File: src/rtl/bank_burst_sequencer.sv
// Request-side sequencer for an 8-bank byte memory: holds bank port timing for
// byte writes and steps the output mux to assemble 8-byte line reads.
module bank_burst_sequencer #(
    parameter int unsigned ADDR_W     = 14,
    parameter int unsigned DATA_W     = 8,
    parameter int unsigned RD_LATENCY = 2,
    parameter int unsigned WR_LATENCY = 2
) (
    input  logic                CLK,
    input  logic                RST,
    input  logic                REQ_VALID,
    output logic                REQ_READY,
    input  logic                REQ_WE,
    input  logic [ADDR_W-1:0]   REQ_ADDR,
    input  logic [DATA_W-1:0]   REQ_DATA,
    output logic                WR_ACK,
    output logic                LINE_VALID,
    input  logic                LINE_READY,
    output logic [8*DATA_W-1:0] LINE_DATA,
    output logic                MEM_EN,
    output logic                MEM_WE,
    output logic [ADDR_W-1:0]   MEM_ADDR,
    output logic [DATA_W-1:0]   MEM_DI,
    output logic [2:0]          MEM_SELECT,
    input  logic [DATA_W-1:0]   MEM_DO
);

    localparam int unsigned HOLD_MAX = (RD_LATENCY > WR_LATENCY) ? RD_LATENCY : WR_LATENCY;
    localparam int unsigned HOLD_W   = (HOLD_MAX > 1) ? $clog2(HOLD_MAX) : 1;
    localparam logic [HOLD_W-1:0] WR_LAST = HOLD_W'(WR_LATENCY - 1);
    localparam logic [HOLD_W-1:0] RD_LAST = HOLD_W'(RD_LATENCY - 1);

    typedef enum logic [2:0] {
        StIdle,
        StWrHold,
        StWrAck,
        StRdHold,
        StRdCapture,
        StLineOut
    } state_e;

    state_e              state_q, state_d;
    logic [HOLD_W-1:0]   hold_q;
    logic [2:0]          k_q;
    logic [ADDR_W-1:0]   addr_q;
    logic [DATA_W-1:0]   data_q;
    logic [8*DATA_W-1:0] line_q;
    logic                accept;
    logic                in_hold;
    logic [ADDR_W-1:0]   line_addr;

    assign accept    = (state_q == StIdle) && REQ_VALID;
    assign in_hold   = (state_q == StWrHold) || (state_q == StRdHold);
    // Line reads always start at bank 0 of the addressed row.
    assign line_addr = {addr_q[ADDR_W-1:3], 3'b000};
    assign LINE_DATA = line_q;

    always_ff @(posedge CLK or posedge RST) begin
        if (RST) begin
            state_q <= StIdle;
        end else begin
            state_q <= state_d;
        end
    end

    always_comb begin
        state_d = state_q;
        unique case (state_q)
            StIdle:      if (REQ_VALID) state_d = REQ_WE ? StWrHold : StRdHold;
            StWrHold:    if (hold_q == WR_LAST) state_d = StWrAck;
            StWrAck:     state_d = StIdle;
            StRdHold:    if (hold_q == RD_LAST) state_d = StRdCapture;
            StRdCapture: if (k_q == 3'd7) state_d = StLineOut;
            StLineOut:   if (LINE_READY) state_d = StIdle;
            default:     state_d = StIdle;
        endcase
    end

    always_ff @(posedge CLK or posedge RST) begin
        if (RST) begin
            hold_q <= '0;
            k_q    <= 3'd0;
            addr_q <= '0;
            data_q <= '0;
            line_q <= '0;
        end else begin
            hold_q <= (in_hold && (state_d == state_q)) ? hold_q + 1'b1 : '0;
            // k wraps from 7 back to 0 on the way out of capture.
            k_q    <= (state_q == StRdCapture) ? k_q + 3'd1 : 3'd0;
            if (accept) begin
                addr_q <= REQ_ADDR;
                data_q <= REQ_DATA;
            end
            if (state_q == StRdCapture) begin
                line_q[k_q*DATA_W +: DATA_W] <= MEM_DO;
            end
        end
    end

    always_comb begin
        REQ_READY  = 1'b0;
        WR_ACK     = 1'b0;
        LINE_VALID = 1'b0;
        MEM_EN     = 1'b0;
        MEM_WE     = 1'b0;
        MEM_ADDR   = '0;
        MEM_DI     = '0;
        MEM_SELECT = 3'd0;
        unique case (state_q)
            StIdle:   REQ_READY = 1'b1;
            StWrHold: begin
                MEM_EN   = 1'b1;
                MEM_WE   = 1'b1;
                MEM_ADDR = addr_q;
                MEM_DI   = data_q;
            end
            StWrAck:  WR_ACK = 1'b1;
            StRdHold: begin
                MEM_EN   = 1'b1;
                MEM_ADDR = line_addr;
            end
            StRdCapture: begin
                MEM_EN     = 1'b1;
                MEM_ADDR   = line_addr;
                MEM_SELECT = k_q;
            end
            StLineOut: LINE_VALID = 1'b1;
            default:   ;
        endcase
    end

endmodule

File: config.mk
export PLATFORM = sky130hd
export DESIGN_NAME = bank_burst_sequencer
export DESIGN_NICKNAME = d
export VERILOG_FILES = /design/src/rtl/bank_burst_sequencer.sv
export SDC_FILE = /design/constraint.sdc
export NUM_CORES = 1
export LEC_CHECK = 0
export BUFFER_PORTS_ARGS = -buffer_cell sky130_fd_sc_hd__buf_2
export CORE_MARGIN = 3
export CORE_UTILIZATION = 25
export DETAILED_ROUTE_END_ITERATION = 10
export SKIP_LAST_GASP = 1
export SLEW_MARGIN = 20
export SYNTH_ARGS = -nofsm -noshare
export SYNTH_HDL_FRONTEND = slang
export SYNTH_SLANG_ARGS = --single-unit
File: constraint.sdc
create_clock -name CLK -period 8.38 [get_ports CLK]
set_input_delay 0.838 -clock CLK [delete_from_list [all_inputs] [get_ports CLK]]
set_output_delay 0.838 -clock CLK [all_outputs]
set_load 0.03 [all_outputs]
==> results of run 1 <==
==> how the worst max path moves through the flow <==
stage / to / slack (ns) / cells past startpoint
after floorplan: LINE_DATA[0] / 5.12 / 1
after global placement: MEM_DI[0] / 5.78 / 4
after detailed placement: MEM_DI[0] / 5.75 / 4
after CTS: MEM_DI[0] / 5.37 / 4
after global routing: MEM_ADDR[12] / 5.21 / 4
final: MEM_DI[0] / 5.44 / 4
==> layer usage <==
metal  share of wire [%]  vias to the layer above
met1                  45                     1331
li1                    -                     1259
met3                 5.8                       13
met5                   0                        -
met4                 1.3                        0
met2                  48                       61
==> layout by cell type, fill, tap and decap left out, drive strengths merged, types with 2 or more instances in the layout <==
cell type / instances
and3: 6
buf: 129
mux2: 86
nor2: 2
ha: 6
nand3b: 2
nor3: 3
inv: 6
clkinvlp: 3
dfrtp: 93
clkbuf: 11
and3b: 2
nor3b: 4
and2: 42
nand2: 3
nor2b: 12
==> cells in the mapped netlist (2+ instances only) <==
| cell type | n |
|---|---|
| dfrtp_1 | 93 |
| mux2_4 | 48 |
| and2_1 | 42 |
| mux2_2 | 38 |
| nor2b_1 | 12 |
| buf_6 | 7 |
| and3_1 | 6 |
| ha_1 | 6 |
| inv_1 | 6 |
| buf_4 | 3 |
| nand2_1 | 3 |
| nor3_1 | 3 |
| nor3b_1 | 3 |
| and3b_1 | 2 |
| clkbuf_1 | 2 |
| nand3b_1 | 2 |
| nor2_1 | 2 |
==> metrics by stage <==
stage          area, um2  hold slack (ns)  cells  setup slack [ns]  total power [mW]
2_1_floorplan       4300            0.462    292              5.12             0.995
3_3_place_gp        5110            0.480    628              5.78              1.12
3_5_place_dp        5110            0.488    628              5.75              1.14
4_1_cts             5400            0.457    644              5.37              1.55
5_1_grt             5410            0.473    644              5.21              1.61
6_report            5410            0.454    644              5.44              1.52
==> worst reg2reg max path: cells and delay by family, from the launching register on <==
kind,cells,cell delay (ns)
adder cells (fa/ha/maj),2,0.54
flip-flops,1,0.49
buffers and inverters,1,0.13
multiplexers,1,0.35
AND/OR/NAND/NOR,2,1.00
==> power by group through the flow <==
stage | combinational, mW | sequential, mW | clock (mW)
after floorplan | 0.375 | 0.621 | 0
after global placement | 0.529 | 0.594 | 0
after detailed placement | 0.537 | 0.601 | 0
after CTS | 0.538 | 0.592 | 0.419
after global routing | 0.565 | 0.606 | 0.439
final | 0.526 | 0.591 | 0.406
==> state kept, by name, summed over array words and instances (netlist names) <==
signal     cells
state_q        3
data_q         8
hold_q         1
LINE_DATA     64
addr_q        14
k_q            3
==> kinds of logic after synthesis <==
group | synth area share [%]
flops | 54.1
mux | 26.7
simple gates | 13.1
buf+inv | 3.17
compound gates | 1.11
fa+ha+maj | 1.75
==> cell type report <==
class | instances | area, um2 | area share, %
Clock inverter | 5 | 61.3 | 1.13
Inverter | 6 | 25.0 | 0.463
Multi-Input combinational cell | 180 | 1840 | 34.0
Sequential cell | 93 | 2330 | 43.1
Timing Repair Buffer | 129 | 648 | 12.0
Tap cell | 220 | 275 | 5.09
Clock buffer | 11 | 233 | 4.31
==> reports/summary.txt, run 1 <==
Flop pwr share - 38.8%
Clk pwr share - 26.7%
Clk_lat worst skew - 0.34 ns
Fin. max-slew vios - 0
IO Count - 129
Buf/Inv on CP - 1
Combinational Power Share - 34.6%
Worst clock skew - 0.00764 ns
Clock tree sinks - 93
Clock buffer depth - 2
CTS tree - yes
Antenna viol nets, final - 0
Layout cell share with drive strength beyond 1 - 56.1%
DR vias - 2664
Critical Path Start Type - register
H-tree levels - 3
Antenna Diode Count - 0
Pin count of the biggest net entering global routing - 72
Area delta synth->final - 25.8%
Sw frac - 36.6%
Drt first pass iters - 4
Net Sw Power - 0.558 mW
Reg2reg end - LINE_DATA[46]
Power Density - 282 nW/um2
R2r setup slk - 5.75 ns
Int Pwr - 0.965 mW
Initial Util - 25.7%
Hold_buf cts - 0
Crit end category - output pin
Crit path max fanout - 12
Num rows - 47
Reg2Reg Depth - 6
Syn_nets - 333
Global Route met3 Usage - 3.60%
HP Class - in -> async
Global-route wire length before repair - 16300 um
Worst path slowest cell - dfrtp_1
Busiest layer in global routing - met2
Die Y - 137 um
Critical Path AT - 2.10 ns
Detail Placement HPWL - 7790 um
Outcome - finished, final reports clean
Lkg Pwr - 2.74 nW
Residual DRC - 0
Syn Std Cell Area - 4300 um2
RSZ-0062 raised after global routing - no
Port-buffer cells - 128
Prevailing post-synth register cell - dfrtp_1
Die footprint - 18800 um2
Hold Fails Final Rpt - 0
Worst r2r src - k_q[0]
Top-area cell type share of the netlist area - 54.1%
Root buffer cell - clkbuf_16
Vias per cell - 4.14
EDFF count, synth - 0
Grt met2 use - 18.2%
Vias in the first global route - 2880
GR Util met1 - 14.9%
FILL cells - 1688
Slew @ Worst Pin - 0.900 ns
Max_slew headroom - 39.8%
Max Cap Viol - 0
Cells along the critical path - nand2b_1 > nor2_1 > and2_1 > buf_2
Final Routed Wirelength - 10500 um
Final setup fails - 0
Synthesis-stage register bit count - 93
Unique cell type count in the Yosys netlist - 31
Initial antenna violation count - 0
Post_cts resized - 0
Setup tns final - 0 ns
Fmax - 0.340 GHz
Grt ovf - 0
Placer Congestion - 0.747
Crit-path max cell delay - 0.56 ns
Final cell utilization of the core - 32.4%
Crit Path Category - reg -> out
Syn Inst Count - 292
Die Wd - 137 um
Total CTS buffers - 9
YS warnings - 0
Period utilization - 35.1%
Minimum clock period - 2.94 ns
Postcts setup bufs - 0
CP startpoint - state_q[0]
Synth area leader - dfrtp_1
Post-Syn Area per Cell - 14.7 um2
Clock slew at reported path FFs - 0.06 ns
Fraction of registers with async set/reset - 100%
Nets - 460
Core Area - 16700 um2
Drt wl/cell - 16.2 um
Max rail drop VDD - 0.000124 V
Register area share after synthesis - 54.1%
Area contributors post-synth - dfrtp_1 54%, mux2_4 17%, mux2_2 10%, and2_1 6.1%, buf_6 1.8%
Family with the most delay on the worst path - simple AND/OR/NAND/NOR gates
Critical Path RT - 7.54 ns
Starting DRT DRC Count - 83
Gr usage total - 11.5%
(Power assumes the default switching activity.)
==> run 2, diff against run 1 <==
--- a/config.mk
+++ b/config.mk
@@ -5,6 +5,7 @@
 export SDC_FILE = /design/constraint.sdc
 export NUM_CORES = 1
 export LEC_CHECK = 0
+export ABC_AREA = 1
 export BUFFER_PORTS_ARGS = -buffer_cell sky130_fd_sc_hd__buf_2
 export CORE_MARGIN = 3
 export CORE_UTILIZATION = 25
==> constraint.sdc (replaced) <==
create_clock -name CLK -period 2.7 [get_ports CLK]
set_input_delay 0.27 -clock CLK [delete_from_list [all_inputs] [get_ports CLK]]
set_output_delay 0.27 -clock CLK [all_outputs]
set_load 0.03 [all_outputs]
==> run 2 against run 1 <==
  * Synthesized cell count grew 82%
  * Die area increased by 1.3%
  * Global-route usage up 1.5 points
  * Hold slack worse by 0.33 ns
  * Final cell count is 37% higher
  * Wire length rose by 16%
  * Core utilization is 0.51 points higher
  * Final area grew 2.3%
  * First-iteration DRC count increased to 3.1 times the previous value
  * Sequential power increased to 3.0 times the previous value
  * Critical endpoint is now LINE_DATA[41]
==> reports/summary.txt, run 2 <==
Vias in the first global route - 3607
Syn_nets - 573
Clk_lat worst skew - 0.36 ns
Drt wl/cell - 13.8 um
Die Y - 138 um
Area contributors post-synth - dfrtp_1 53%, nand2_1 14%, nand3_1 10%, nor2_1 5.8%, inv_1 4.1%
Hold Crit Depth - 3
Critical Path Start Type - register
Hold Fails Final Rpt - 0
HP Class - in -> reg
Minimum clock period - 2.36 ns
Top-area cell type share of the netlist area - 53.4%
Port-buffer cells - 128
Initial Util - 25.9%
Synthesis-stage register bit count - 93
Period utilization - 87.3%
Fmax - 0.424 GHz
Starting DRT DRC Count - 261
Global-route wire length before repair - 20000 um
Fraction of registers with async set/reset - 100%
Vias per cell - 4.25
EDFF count, synth - 0
Reg2Reg Depth - 8
Placer Congestion - 0.836
Worst clock skew - 0.0132 ns
Area delta synth->final - 26.9%
YS warnings - 0
Prevailing post-synth register cell - dfrtp_1
Root buffer cell - clkbuf_16
Placed instance area - 5190 um2
Die footprint - 19000 um2
Total CTS buffers - 9
HP Start - REQ_DATA[3]
Critical Path RT - 2.99 ns
Num rows - 47
Max Cap Viol - 0
Power Density - 883 nW/um2
H-tree levels - 3
Crit-path max cell delay - 0.59 ns
Antenna Diode Count - 0
Worst path slowest cell - dfrtp_1
Final Cell Area - 5530 um2
Cells along the critical path - inv_1 > ha_1 > ha_1 > inv_1 > nand2_1 > nor2_1 > nand3_1 > nand2_1
Setup tns final - 0 ns
Layout cell share with drive strength beyond 1 - 25.3%
Residual DRC - 0
Antenna viol nets, final - 0
Detail Placement HPWL - 9110 um
Commonest cells post-synth - 158 x nand2_1, 93 x dfrtp_1, 87 x nand3_1
Unique cell type count in the Yosys netlist - 26
Post-Syn Area per Cell - 8.19 um2
Max_slew headroom - 45.6%
Syn Inst Count - 532
Clock slew at reported path FFs - 0.07 ns
Final Routed Wirelength - 12200 um
Syn Std Cell Area - 4360 um2
Worst r2r src - k_q[0]
Clock buffer depth - 2
Fin. max-slew vios - 0
Postcts setup bufs - 0
Initial antenna violation count - 0
Core Area - 16800 um2
IO Count - 129
Nets - 697
Slew @ Worst Pin - 0.814 ns
Clock tree sinks - 93
Outcome - finished, final reports clean
Lkg Pwr - 2.65 nW
Die Wd - 138 um
Commonest non-fill, non-tap cell in the layout - nand2_1
DR vias - 3747
Hold EP - data_q[3]
Max reg flops - 64
CTS tree - yes
Buf/Inv on CP - 2
Gr usage total - 13.0%
Critical Path AT - 2.65 ns
Crit path max fanout - 12
Max rail drop VDD - 0.000461 V
Most common cell in the netlist - nand2_1
Drt first pass iters - 4
Most frequent cells in the layout - 158 x nand2_1, 128 x buf_2, 93 x dfrtp_1
Grt ovf - 0
Crit Path Category - reg -> reg
Crit end category - register
Reg2reg end - LINE_DATA[41]
Pin count of the biggest net entering global routing - 68
Synth area leader - dfrtp_1
RSZ-0062 raised after global routing - no
Register area share after synthesis - 53.4%
R2r setup slk - 0.34 ns
Family with the most delay on the worst path - simple AND/OR/NAND/NOR gates
Final setup fails - 0
## run 2: cell count changes after synthesis, moves of 8 or more
cell,delta
o21bai_1,+8
nor2_1,+65
mux2_4,-48
mux2_2,-38
nand3_1,+87
nor2b_1,-12
buf_2,+9
nand2_1,+155
and2_1,-42
o21ai_0,+20
inv_1,+42
## run 2: final cells by class
type,instances,area (um2)
fillers,1799,11300
repair buffers,133,693
multi-input cells,368,1710
inverters,51,193
clock buffers,10,239
well taps,220,275
flip-flops and latches,93,2330
clock inverters,6,93.8
## run 2: layer usage
layer	global-route usage [%]	up-vias	wire (um)
met1	18.1	1685	5870
li1	-	1931	-
met2	19.1	117	5350
met4	4.00	0	200
met3	4.42	14	750
met5	0	-	0
## run 2: power breakdown
| group | leakage (nW) | switching (mW) | internal (mW) | total (mW) |
|---|---|---|---|---|
| Combinational | 1.54 | 1.28 | 0.430 | 1.71 |
| Sequential | 0.948 | 0.117 | 1.65 | 1.76 |
| Clock | 0.160 | 0.563 | 0.845 | 1.41 |
## run 2: kinds of logic (layout without fill, tap and decap cells)
family | count (synthesis) | count (layout) | share of synthesized area [%]
buffers and inverters | 71 | 200 | 7.38
AOI/OAI and AO/OA | 30 | 30 | 3.91
adders and majority gates | 6 | 6 | 1.72
and+or+nand+nor | 332 | 332 | 33.6
DFF | 93 | 93 | 53.4
## run 2: worst register-to-register path, cell delays in order (launching register included)
cell	delay, ns
dfrtp_1	0.59
inv_1	0.12
ha_1	0.22
ha_1	0.41
inv_1	0.19
nand2_1	0.08
nor2_1	0.45
nand3_1	0.13
nand2_1	0.10
## run 2: worst max path at each step
stage            from            end  slack [ns]  cells after the start
2_1_floorplan     RST   LINE_DATA[0]        0.01                      1
3_3_place_gp   k_q[0]  LINE_DATA[59]        0.48                      8
3_5_place_dp   k_q[0]  LINE_DATA[40]        0.39                      8
4_1_cts        k_q[0]  LINE_DATA[41]        0.36                      8
5_1_grt        k_q[0]  LINE_DATA[42]        0.09                      8
6_report       k_q[0]  LINE_DATA[41]        0.34                      8
## run 2: timing repair
item	CTS	global route
hold buffers	1	0
hold endpoints to repair	26	0
gates resized for setup	0	0
## run 2: stage by stage
stage	std cells	hold slack [ns]	worst slack [ns]	util, %	total power, mW
finish	881	0.124	0.344	32.9	4.88
CTS	881	0.110	0.362	32.9	4.95
global route	881	0.131	0.0868	32.9	5.21
global placement	864	0.302	0.481	30.8	3.49
floorplan	532	0.391	0.00969	-	3.09
detailed placement	864	0.309	0.394	30.8	3.51
==> run 3, diff against run 2 <==
--- a/config.mk
+++ b/config.mk
@@ -5,11 +5,11 @@
 export SDC_FILE = /design/constraint.sdc
 export NUM_CORES = 1
 export LEC_CHECK = 0
-export ABC_AREA = 1
 export BUFFER_PORTS_ARGS = -buffer_cell sky130_fd_sc_hd__buf_2
 export CORE_MARGIN = 3
 export CORE_UTILIZATION = 25
 export DETAILED_ROUTE_END_ITERATION = 10
+export HOLD_SLACK_MARGIN = 0.05
 export SKIP_LAST_GASP = 1
 export SLEW_MARGIN = 20
 export SYNTH_ARGS = -nofsm -noshare
==> run 3 against run 2 <==
  * Highest routed layer unchanged
  * Sequential share of layout area up 0.28 points
  * Sequential power up 4%
  * Power down 1.2%
  * Largest power group unchanged
  * Core utilization about the same
  * Maximum frequency down 3.3%
  * Wire length down 11%
  * Die area down 1.3%
  * Worst setup slack worse by 0.081 ns
  * Critical path type is now reg -> out
  * Final area down 0.66%
  * Final cell count down 26%
  * Count of clock-buffer cells in the layout unchanged
  * Clock skew down 0.0041 ns
  * Largest cell class unchanged
==> reports/summary.txt, run 3 (synthesis gave the netlist of run 1 again) <==
Outcome - finished, final reports clean
Core Area - 16700 um2
Period utilization - 90.2%
Vias in the first global route - 2906
Max_slew headroom - 42.5%
Gr usage total - 11.7%
DR vias - 2762
Hold Fails Final Rpt - 0
Footprint of the multi-input gates - 1840 um2
Worst r2r src - k_q[1]
H-tree levels - 3
Critical Path RT - 2.43 ns
Sw frac - 37.0%
Final WS setup - 0.263 ns
Drt first pass iters - 4
Clock tree sinks - 93
Power Density - 878 nW/um2
Detail Placement HPWL - 8110 um
Placer Congestion - 0.791
Cells along the critical path - nand2b_1 > nor2b_1 > nor2b_1 > buf_2
Residual DRC - 0
HP Class - in -> async
Max rail drop VDD - 0.000411 V
Die Wd - 137 um
Antenna Diode Count - 0
Crit-path max cell delay - 0.70 ns
Crit path max fanout - 12
Final setup fails - 0
Setup tns final - 0 ns
Max Cap Viol - 0
Slew @ Worst Pin - 0.861 ns
Int Pwr - 3.04 mW
Initial Util - 25.7%
Net Sw Power - 1.79 mW
Postcts setup bufs - 0
CP startpoint - state_q[0]
Cell with the most instances on the worst path - nor2b_1
Most frequent cells in the layout - 128 x buf_2, 93 x dfrtp_1, 48 x mux2_4
Drt wl/cell - 16.5 um
Critical Path Start Type - register
Max reg flops - 64
Clk_lat worst skew - 0.34 ns
Fmax - 0.410 GHz
Worst clock skew - 0.00907 ns
FILL cells - 1684
Pin count of the biggest net entering global routing - 53
Num rows - 47
CTS tree - yes
Crit Path Category - reg -> out
Fin. max-slew vios - 0
Clk pwr share - 27.4%
Flop pwr share - 38.0%
Pre-CTS worst setup slack - 0.412 ns
Die Y - 137 um
Critical Path AT - 2.17 ns
Grt ovf - 0
Crit end category - output pin
Combinational Power Share - 34.6%
Clock slew at reported path FFs - 0.07 ns
IO Count - 129
Global-route wire length before repair - 16500 um
Port-buffer cells - 128
Root buffer cell - clkbuf_16
Starting DRT DRC Count - 111
Lkg Pwr - 2.80 nW
Final Routed Wirelength - 10800 um
Vias per cell - 4.24
Minimum clock period - 2.44 ns
Commonest non-fill, non-tap cell in the layout - buf_2
Clock buffer depth - 2
Hold_buf cts - 0
Worst path slowest cell - nor2b_1
Layout cell share with drive strength beyond 1 - 57.4%
Sequential cell area - 2330 um2
Antenna viol nets, final - 0
Initial antenna violation count - 0
Area delta synth->final - 27.8%
Total CTS buffers - 9
RSZ-0062 raised after global routing - no
Nets - 468
Die footprint - 18800 um2
run 3: layout make-up:
cell class,instances,share of cell area [%]
multi-input cells,180,33.4
well taps,220,5.01
inverters,6,0.456
clock inverters,6,1.25
flip-flops and latches,93,42.4
clock buffers,10,4.35
repair buffers,137,13.1
run 3: repair_timing:
item	in CTS	in global routing
endpoints found under the hold margin	0	0
endpoints found under the setup margin	0	2
resized for setup	0	1
run 3: path summary, 6_finish.rpt:
kind / depth (start not counted) / end / slack, ns
min: 2 / LINE_DATA[12] / 0.04
min reg2reg: 1 / data_q[6] / 0.50
max: 4 / MEM_ADDR[3] / 0.26
max reg2reg: 7 / LINE_DATA[52] / 0.38
min in group CLK: 2 / addr_q[13] / 0.16
max in group asynchronous: 3 / LINE_DATA[52] / 1.99
run 3: stage by stage:
step	util (%)	instances	instance area, um2	power, mW	hold WS [ns]
final	32.9	652	5490	4.82	0.0390
after global routing	32.9	652	5490	5.10	0.0903
after CTS	32.9	652	5490	4.89	0.0569
after detailed placement	31.0	636	5180	3.55	0.432
after global placement	31.0	636	5180	3.49	0.414
after floorplan	-	292	4300	3.09	0.420
run 3: critical path: cells and delay by family, from the launching register on:
kind	cells	cell delay (ns)
flops	1	0.53
simple gates	3	1.07
buf+inv	1	0.22
run 3: power by group through the flow:
stage | Sequential (mW) | Combinational, mW | Clock [mW]
2_1_floorplan | 1.93 | 1.16 | 0
3_3_place_gp | 1.85 | 1.65 | 0
3_5_place_dp | 1.86 | 1.69 | 0
4_1_cts | 1.84 | 1.69 | 1.36
5_1_grt | 1.88 | 1.80 | 1.42
6_report | 1.83 | 1.67 | 1.32
run 3: layer usage:
layer  track usage [%]  share of wire (%)  vias to the layer above
li1                  -                  -                     1278
met1              14.8                 44                     1405
met2              18.7                 49                       71
met3              3.71                6.2                        8
met4              4.10               0.98                        0
met5                 0                  0                        -
